<file path="src/rtl/fft_stage_sequencer_pkg.sv">
// -----------------------------------------------------------------------------
// fft_pkg
// Shared types and helpers for the radix-2 DIT FFT stage sequencer.
//   seq_fsm       : sequencer state encoding (IDLE / ISSUE / DRAIN)
//   log2_res_t    : result of log2_pow2() -- valid flag plus log2(N)
//   log2_pow2()   : priority-encodes N and qualifies it as a supported
//                   power of two (2 <= N <= 2^max_log2)
// -----------------------------------------------------------------------------
package fft_pkg;

   localparam int MAX_LOG2_DEF        = 11;
   localparam int MAX_OUTSTANDING_DEF = 4;

   typedef enum logic [1:0] {
      seq_IDLE,
      seq_ISSUE,
      seq_DRAIN
   } seq_fsm;

   typedef struct packed {
      logic       valid;
      logic [3:0] log2n;
   } log2_res_t;

   // Highest set bit gives L; N is accepted only when exactly one bit is set
   // and that bit lies in 1..max_log2 (N = 1 has L = 0 and is rejected).
   function automatic log2_res_t log2_pow2(input logic [15:0] n, input int max_log2);
      log2_res_t res;
      logic      one_hot;
      res.log2n = 4'd0;
      for (int i = 0; i < 16; i++) begin
         if (n[i]) res.log2n = 4'(i);
      end
      one_hot   = (n != 16'd0) && ((n & (n - 16'd1)) == 16'd0);
      res.valid = one_hot && (res.log2n != 4'd0) && (int'(res.log2n) <= max_log2);
      return res;
   endfunction

endpackage

</file>
<file path="src/rtl/fft_bf_addr_gen.sv">
// -----------------------------------------------------------------------------
// fft_bf_addr_gen
// Combinational butterfly address / twiddle generator for an in-place
// radix-2 DIT FFT whose input already sits in bit-reversed order.
// Ports:
//   stage_i    : stage s (0..L-1)
//   bf_idx_i   : butterfly index j within the stage (0..N/2-1)
//   log2n_i    : L = log2(N)
//   addr_a_o   : upper-wing RAM index  = grp*2*half + pos
//   addr_b_o   : lower-wing RAM index  = addr_a + half
//   twiddle_o  : twiddle index k       = pos << (L-1-s)
// -----------------------------------------------------------------------------
module fft_bf_addr_gen #(
   parameter int ADDR_WIDTH = 12
) (
   input  logic [3:0]            stage_i,
   input  logic [ADDR_WIDTH-1:0] bf_idx_i,
   input  logic [3:0]            log2n_i,
   output logic [ADDR_WIDTH-1:0] addr_a_o,
   output logic [ADDR_WIDTH-1:0] addr_b_o,
   output logic [ADDR_WIDTH-2:0] twiddle_o
);

   logic [ADDR_WIDTH-1:0] half;
   logic [ADDR_WIDTH-1:0] pos;
   logic [ADDR_WIDTH-1:0] grp;
   logic [3:0]            tw_shift;

   assign half = ADDR_WIDTH'(1) << stage_i;
   assign pos  = bf_idx_i & (half - ADDR_WIDTH'(1));
   assign grp  = bf_idx_i >> stage_i;

   // grp * 2 * half is a shift by s+1
   assign addr_a_o = (grp << (stage_i + 4'd1)) + pos;
   assign addr_b_o = addr_a_o + half;

   // pos < half <= N/2, so it always fits in the narrower twiddle width
   assign tw_shift  = log2n_i - 4'd1 - stage_i;
   assign twiddle_o = pos[ADDR_WIDTH-2:0] << tw_shift;

endmodule

</file>
<file path="src/rtl/fft_stage_sequencer.sv">
// -----------------------------------------------------------------------------
// fft_stage_sequencer
// Walks the in-place radix-2 DIT FFT over the sample RAM: for every stage it
// issues each butterfly descriptor (address pair + twiddle index) over a
// valid/ready handshake, limits the butterflies in flight, and lets a stage
// drain completely before the next one starts. Raises o_CALC_END at the end.
// Ports:
//   i_clk, i_rst        : clock, synchronous active-high reset
//   i_start             : start pulse, ignored while busy
//   i_SAMPLES_NUMBER    : N, sampled on an accepted start
//   o_bf_valid/i_bf_ready : descriptor handshake
//   o_addr_a, o_addr_b  : butterfly RAM indices
//   o_twiddle_idx       : twiddle ROM index k for W_N^k
//   o_stage             : current stage 0..L-1
//   i_bf_done           : one pulse per completed butterfly write-back
//   o_busy              : transform in progress
//   o_CALC_END          : transform complete, held until the next start
//   o_err               : last start carried an unsupported N
// -----------------------------------------------------------------------------
module fft_stage_sequencer
   import fft_pkg::*;
#(
   parameter int ADDR_WIDTH      = 12,
   parameter int MAX_LOG2        = MAX_LOG2_DEF,
   parameter int MAX_OUTSTANDING = MAX_OUTSTANDING_DEF
) (
   input  logic                  i_clk,
   input  logic                  i_rst,
   input  logic                  i_start,
   input  logic [ADDR_WIDTH-1:0] i_SAMPLES_NUMBER,
   output logic                  o_bf_valid,
   input  logic                  i_bf_ready,
   output logic [ADDR_WIDTH-1:0] o_addr_a,
   output logic [ADDR_WIDTH-1:0] o_addr_b,
   output logic [ADDR_WIDTH-2:0] o_twiddle_idx,
   output logic [3:0]            o_stage,
   input  logic                  i_bf_done,
   output logic                  o_busy,
   output logic                  o_CALC_END,
   output logic                  o_err
);

   localparam int OUT_W = $clog2(MAX_OUTSTANDING + 1);

   seq_fsm                state_q;
   logic [3:0]            stage_q;
   logic [3:0]            log2n_q;
   logic [ADDR_WIDTH-1:0] bf_idx_q;
   logic [ADDR_WIDTH-1:0] last_idx_q;
   logic [OUT_W-1:0]      outst_q;
   logic [OUT_W-1:0]      outst_d;
   logic                  valid_q;
   logic                  busy_q;
   logic                  calc_end_q;
   logic                  err_q;
   logic [ADDR_WIDTH-1:0] addr_a_q;
   logic [ADDR_WIDTH-1:0] addr_b_q;
   logic [ADDR_WIDTH-2:0] twiddle_q;

   log2_res_t             start_res;
   logic                  handshake;
   logic                  done_ok;
   logic                  outst_full;

   logic [3:0]            gen_stage;
   logic [ADDR_WIDTH-1:0] gen_idx;
   logic [3:0]            gen_log2n;
   logic [ADDR_WIDTH-1:0] gen_addr_a;
   logic [ADDR_WIDTH-1:0] gen_addr_b;
   logic [ADDR_WIDTH-2:0] gen_twiddle;

   assign start_res = log2_pow2(16'(i_SAMPLES_NUMBER), MAX_LOG2);

   // A done with nothing in flight is a protocol error and is dropped, so the
   // counter saturates at zero instead of wrapping.
   assign handshake  = valid_q & i_bf_ready;
   assign done_ok    = i_bf_done & (outst_q != '0);
   assign outst_d    = outst_q + OUT_W'(handshake) - OUT_W'(done_ok);
   assign outst_full = (outst_d == OUT_W'(MAX_OUTSTANDING));

   // The generator always computes the descriptor that will be loaded into
   // the output registers at the next load event: the first one of a fresh
   // transform, the first one of the next stage, or j+1 within the stage.
   always_comb begin
      // NOTE: every combinational output gets a default first so no path
      // through the case can infer a latch.
      gen_stage = stage_q;
      gen_idx   = bf_idx_q + ADDR_WIDTH'(1);
      gen_log2n = log2n_q;
      case (state_q)
         seq_IDLE: begin
            gen_stage = '0;
            gen_idx   = '0;
            gen_log2n = start_res.log2n;
         end
         seq_DRAIN: begin
            gen_stage = stage_q + 4'd1;
            gen_idx   = '0;
         end
         default: ;
      endcase
   end

   fft_bf_addr_gen #(
      .ADDR_WIDTH (ADDR_WIDTH)
   ) u_addr_gen (
      .stage_i   (gen_stage),
      .bf_idx_i  (gen_idx),
      .log2n_i   (gen_log2n),
      .addr_a_o  (gen_addr_a),
      .addr_b_o  (gen_addr_b),
      .twiddle_o (gen_twiddle)
   );

   always_ff @(posedge i_clk) begin
      if (i_rst) begin
         state_q    <= seq_IDLE;
         stage_q    <= '0;
         log2n_q    <= '0;
         bf_idx_q   <= '0;
         last_idx_q <= '0;
         outst_q    <= '0;
         valid_q    <= 1'b0;
         busy_q     <= 1'b0;
         calc_end_q <= 1'b0;
         err_q      <= 1'b0;
         addr_a_q   <= '0;
         addr_b_q   <= '0;
         twiddle_q  <= '0;
      end else begin
         // NOTE: sequential state uses non-blocking assignments only, so every
         // register here sees the pre-edge value of every other register.
         outst_q <= outst_d;
         case (state_q)
            seq_IDLE: begin
               if (i_start) begin
                  if (start_res.valid) begin
                     state_q    <= seq_ISSUE;
                     stage_q    <= '0;
                     bf_idx_q   <= '0;
                     log2n_q    <= start_res.log2n;
                     last_idx_q <= (ADDR_WIDTH'(1) << (start_res.log2n - 4'd1)) - ADDR_WIDTH'(1);
                     valid_q    <= 1'b1;
                     busy_q     <= 1'b1;
                     calc_end_q <= 1'b0;
                     err_q      <= 1'b0;
                     addr_a_q   <= gen_addr_a;
                     addr_b_q   <= gen_addr_b;
                     twiddle_q  <= gen_twiddle;
                  end else begin
                     err_q      <= 1'b1;
                     calc_end_q <= 1'b0;
                  end
               end
            end

            seq_ISSUE: begin
               if (handshake && (bf_idx_q == last_idx_q)) begin
                  state_q <= seq_DRAIN;
                  valid_q <= 1'b0;
               end else begin
                  // Outstanding only grows on a handshake, so a presented
                  // descriptor is never withdrawn while stalled.
                  valid_q <= ~outst_full;
                  if (handshake) begin
                     bf_idx_q  <= bf_idx_q + ADDR_WIDTH'(1);
                     addr_a_q  <= gen_addr_a;
                     addr_b_q  <= gen_addr_b;
                     twiddle_q <= gen_twiddle;
                  end
               end
            end

            seq_DRAIN: begin
               if (outst_q == '0) begin
                  if (stage_q != (log2n_q - 4'd1)) begin
                     state_q   <= seq_ISSUE;
                     stage_q   <= stage_q + 4'd1;
                     bf_idx_q  <= '0;
                     valid_q   <= 1'b1;
                     addr_a_q  <= gen_addr_a;
                     addr_b_q  <= gen_addr_b;
                     twiddle_q <= gen_twiddle;
                  end else begin
                     state_q    <= seq_IDLE;
                     busy_q     <= 1'b0;
                     calc_end_q <= 1'b1;
                  end
               end
            end

            default: state_q <= seq_IDLE;
         endcase
      end
   end

   assign o_bf_valid    = valid_q;
   assign o_addr_a      = addr_a_q;
   assign o_addr_b      = addr_b_q;
   assign o_twiddle_idx = twiddle_q;
   assign o_stage       = stage_q;
   assign o_busy        = busy_q;
   assign o_CALC_END    = calc_end_q;
   assign o_err         = err_q;

endmodule

</file>
<file path="config.mk">
export PLATFORM = sky130hd
export DESIGN_NAME = fft_stage_sequencer
export DESIGN_NICKNAME = d
export VERILOG_FILES = /design/src/rtl/fft_stage_sequencer_pkg.sv /design/src/rtl/fft_bf_addr_gen.sv /design/src/rtl/fft_stage_sequencer.sv
export SDC_FILE = /design/constraint.sdc
export NUM_CORES = 1
export LEC_CHECK = 0
export BUFFER_PORTS_ARGS = -buffer_cell sky130_fd_sc_hd__buf_2
export CORE_ASPECT_RATIO = 1.4
export CORE_MARGIN = 1.5
export CORE_UTILIZATION = 45
export DETAILED_ROUTE_END_ITERATION = 7
export SYNTH_ARGS = -nofsm -noshare
export SYNTH_HDL_FRONTEND = slang
export SYNTH_SLANG_ARGS = --single-unit
</file>
<file path="constraint.sdc">
create_clock -name i_clk -period 8.15 [get_ports i_clk]
set_clock_uncertainty 0.05 [all_clocks]
set_input_delay 0 -clock i_clk [delete_from_list [all_inputs] [get_ports i_clk]]
set_output_delay 0 -clock i_clk [all_outputs]
set_load 0.05 [all_outputs]
</file>
==> flow_summary.json <==
{
  "power_density_mw_per_mm2": 120,
  "outcome": "completed",
  "period_share_pct": 84.9,
  "synthArstFlopShare_pct": 0,
  "rsz0062_at_grt": "false",
  "final_antenna_net_count": 0,
  "core_area_mm2": 0.0151,
  "gr-total-overflow": 0,
  "crit_arrival_ns": 7.15,
  "finalHoldViolations": 0,
  "period_needed_ns": 6.92,
  "drtPass1Iterations": 5,
  "postCtsSetupBuffers": 0,
  "drive_above_1_share_pct": 12.2,
  "grt_pass1_wl_mm": 32.6,
  "syn_to_final_growth_pct": 9.72,
  "rows": 53,
  "synth_edf_count": 0,
  "clock-sinks": 76,
  "ys_warn_count": 0,
  "cp.required_ns": 8.38,
  "place_congestion": 0.968,
  "fin_cells": 1164,
  "synthDistinctLibCells": 90,
  "final_cell_mix": "108 x nand2_1, 107 x nor2_1, 85 x a21oi_1",
  "n_antenna_cell": 0,
  "syn_avg_cell_area_um2": 7.42,
  "avgViaCountPerCell": 5.89,
  "cp-end-kind": "flip-flop",
  "yosysTopAreaCell": "dfxtp_1",
  "slowest_stage": "dfxtp_1",
  "cts_tree": "yes",
  "hp-class": "primary input to flip-flop",
  "initialDrtViolationCount": 399,
  "root_buffer": "clkbuf_16",
  "wirelength_mm": 20.5,
  "netlist_area_mm2": 0.00703,
  "htreeDepth": 3,
  "critical_path.max_fanout": 29,
  "path_class": "flip-flop to flip-flop",
  "portBuffers": 59,
  "setup-tns-final_ns": 0,
  "antenna_found_initial": 0,
  "setup_violations": 0,
  "syn_inst": 947,
  "slew_viol_final": 0,
  "max_freq_mhz": 145,
  "numCtsBuffers": 9,
  "initial_core_util_pct": 46.5,
  "start_kind": "flip-flop",
  "worst_pin_slew_ns": 1.08,
  "die_x_um": 109,
  "path_cells": "nand2_1 -> o21ai_2 -> ha_1 -> clkinv_1 -> or4_1 -> o211a_1 -> and3_1 -> ha_1 -> nand3_1 -> a21boi_0 -> o21ai_0 -> a21boi_0 -> o21ai_0 -> a21boi_0 -> nor2_1 -> ha_1 -> nand3_1 -> o21ai_0 -> nor4_1 -> nor3_1 -> xnor2_1 -> xnor3_1 -> a211oi_2",
  "cts_hold_buf": 2,
  "dp_hpwl_mm": 15.7,
  "dp.cells": 1146,
  "die_area_mm2": 0.0164,
  "cp.buffers_inverters": 1,
  "clockBufferDepth": 2,
  "path_delay_family": "compound AO/OA/AOI/OAI gates",
  "die_height_um": 151,
  "detail_route.wl_per_cell_um": 17.6,
  "nNetsFinal": 1027,
  "top_level_ports": 60,
  "grt_pass1_vias": 6382,
  "relSlewSlack_pct": 27.7,
  "mostFrequentLayoutCell": "nand2_1",
  "grt_max_degree": 76,
  "leakage_nw": 3.08,
  "ys_seq_area_share_pct": 21.6,
  "num_vias": 6854,
  "critPathMaxStageDelay_ns": 0.93,
  "drc": 0,
  "clk_latency_ns": 0.35,
  "synth.area.top_cells": "dfxtp_1 22%, ha_1 6.9%, a21oi_1 6.1%",
  "ys_ff_latch": 76,
  "syn_nets": 1007,
  "grtUsageTotal_pct": 25.6,
  "synth-main-ff-cell": "dfxtp_1",
  "synth_top_area_share_pct": 21.6,
  "drv_cap": 0,
  "cts.clk_slew.worst_paths_ns": 0.06,
  "irDropWorstVdd_uv": 203,
  "cts_resized": 0
}
synth_stat cells (all sizes together) (8+ instances only):
| master | instances |
|---|---|
| buf | 34 |
| mux2i | 19 |
| a21oi | 86 |
| nand4 | 10 |
| a21o | 8 |
| o31ai | 9 |
| and3 | 17 |
| ha | 39 |
| nand2b | 8 |
| nand3 | 19 |
| nand2 | 108 |
| xor2 | 15 |
| inv | 34 |
| o21ai | 46 |
| nor4 | 13 |
| a211oi | 19 |
| clkbuf | 30 |
| or3 | 13 |
| nor2 | 107 |
| dfxtp | 76 |
| nor3 | 39 |
| and2 | 12 |
| xnor2 | 41 |
| o211ai | 10 |
| mux2 | 13 |
cell type report:
class / instances / area, um^2
Fill cell: 1505 / 7410
Multi-Input combinational cell: 770 / 5080
Sequential cell: 76 / 1520
Timing Repair Buffer: 73 / 405
Clock buffer: 11 / 243
Tap cell: 192 / 240
Inverter: 37 / 139
Clock inverter: 5 / 82.6
power by group:
| part | switching [mW] | internal (mW) | total (mW) |
|---|---|---|---|
| Sequential | 0.00458 | 0.378 | 0.383 |
| Combinational | 0.0535 | 0.0386 | 0.0922 |
| Clock | 0.171 | 0.278 | 0.449 |
final timing paths:
kind                                               start                    endpoint  slack, ns  depth (start not counted)
worst max register to register   state_q[0]$_SDFFE_PP0P_   o_addr_b[11]$_SDFFE_PP0P_       1.23                         23
worst max-delay path             state_q[0]$_SDFFE_PP0P_   o_addr_b[11]$_SDFFE_PP0P_       1.23                         23
worst min register to register  o_addr_b[8]$_SDFFE_PP0P_    o_addr_b[8]$_SDFFE_PP0P_       0.39                          2
worst min-delay path                i_SAMPLES_NUMBER[10]  last_idx_q[7]$_SDFFE_PP0P_       0.01                          3
kinds of logic after synthesis:
family                   share of synthesized area (%)
AND/OR/NAND/NOR                                   26.8
AO/OA/AOI/OAI                                     24.6
adder cells (fa/ha/maj)                           8.37
buffers and inverters                             6.21
XOR/XNOR                                          7.30
multiplexers                                      5.11
flip-flops                                        21.6
metrics by stage:
| step | util, % | setup WS [ns] | total power, mW | area (um^2) | hold slack (ns) |
|---|---|---|---|---|---|
| floorplan | - | 2.11 | 0.459 | 7030 | 0.0972 |
| global route | 51.0 | 0.512 | 0.958 | 7710 | 0.0238 |
| global placement | 48.7 | 1.46 | 0.485 | 7370 | 0.296 |
| finish | 51.0 | 1.23 | 0.924 | 7710 | 0.0112 |
| detailed placement | 48.7 | 1.31 | 0.484 | 7370 | 0.303 |
| CTS | 51.0 | 1.24 | 0.937 | 7710 | 0.0171 |
state kept, by name, summed over array words and instances, names as in the netlist:
name / cells
bf_idx_q: 12
state_q: 2
o_err: 1
outst_q: 3
o_twiddle_idx: 11
o_addr_a: 12
o_CALC_END: 1
o_bf_valid: 1
o_addr_b: 12
o_busy: 1
log2n_q: 4
o_stage: 4
last_idx_q: 12
layer usage:
metal / share of wire, % / vias to the layer above / wire (um) / GRT usage, %
met3: 3.9 / 51 / 810 / 3.79
met5: 0 / - / 0 / 0
met4: 3.8 / 0 / 770 / 12.1
met2: 51 / 191 / 10500 / 46.2
met1: 41 / 3136 / 8440 / 29.1
li1: - / 3476 / - / -
worst min-delay path, cell delays in order:
cell and delay [ns]:
buf_2 0.13, nor3_1 0.14, a211oi_1 0.09
Power figures use the tool's default switching activity.
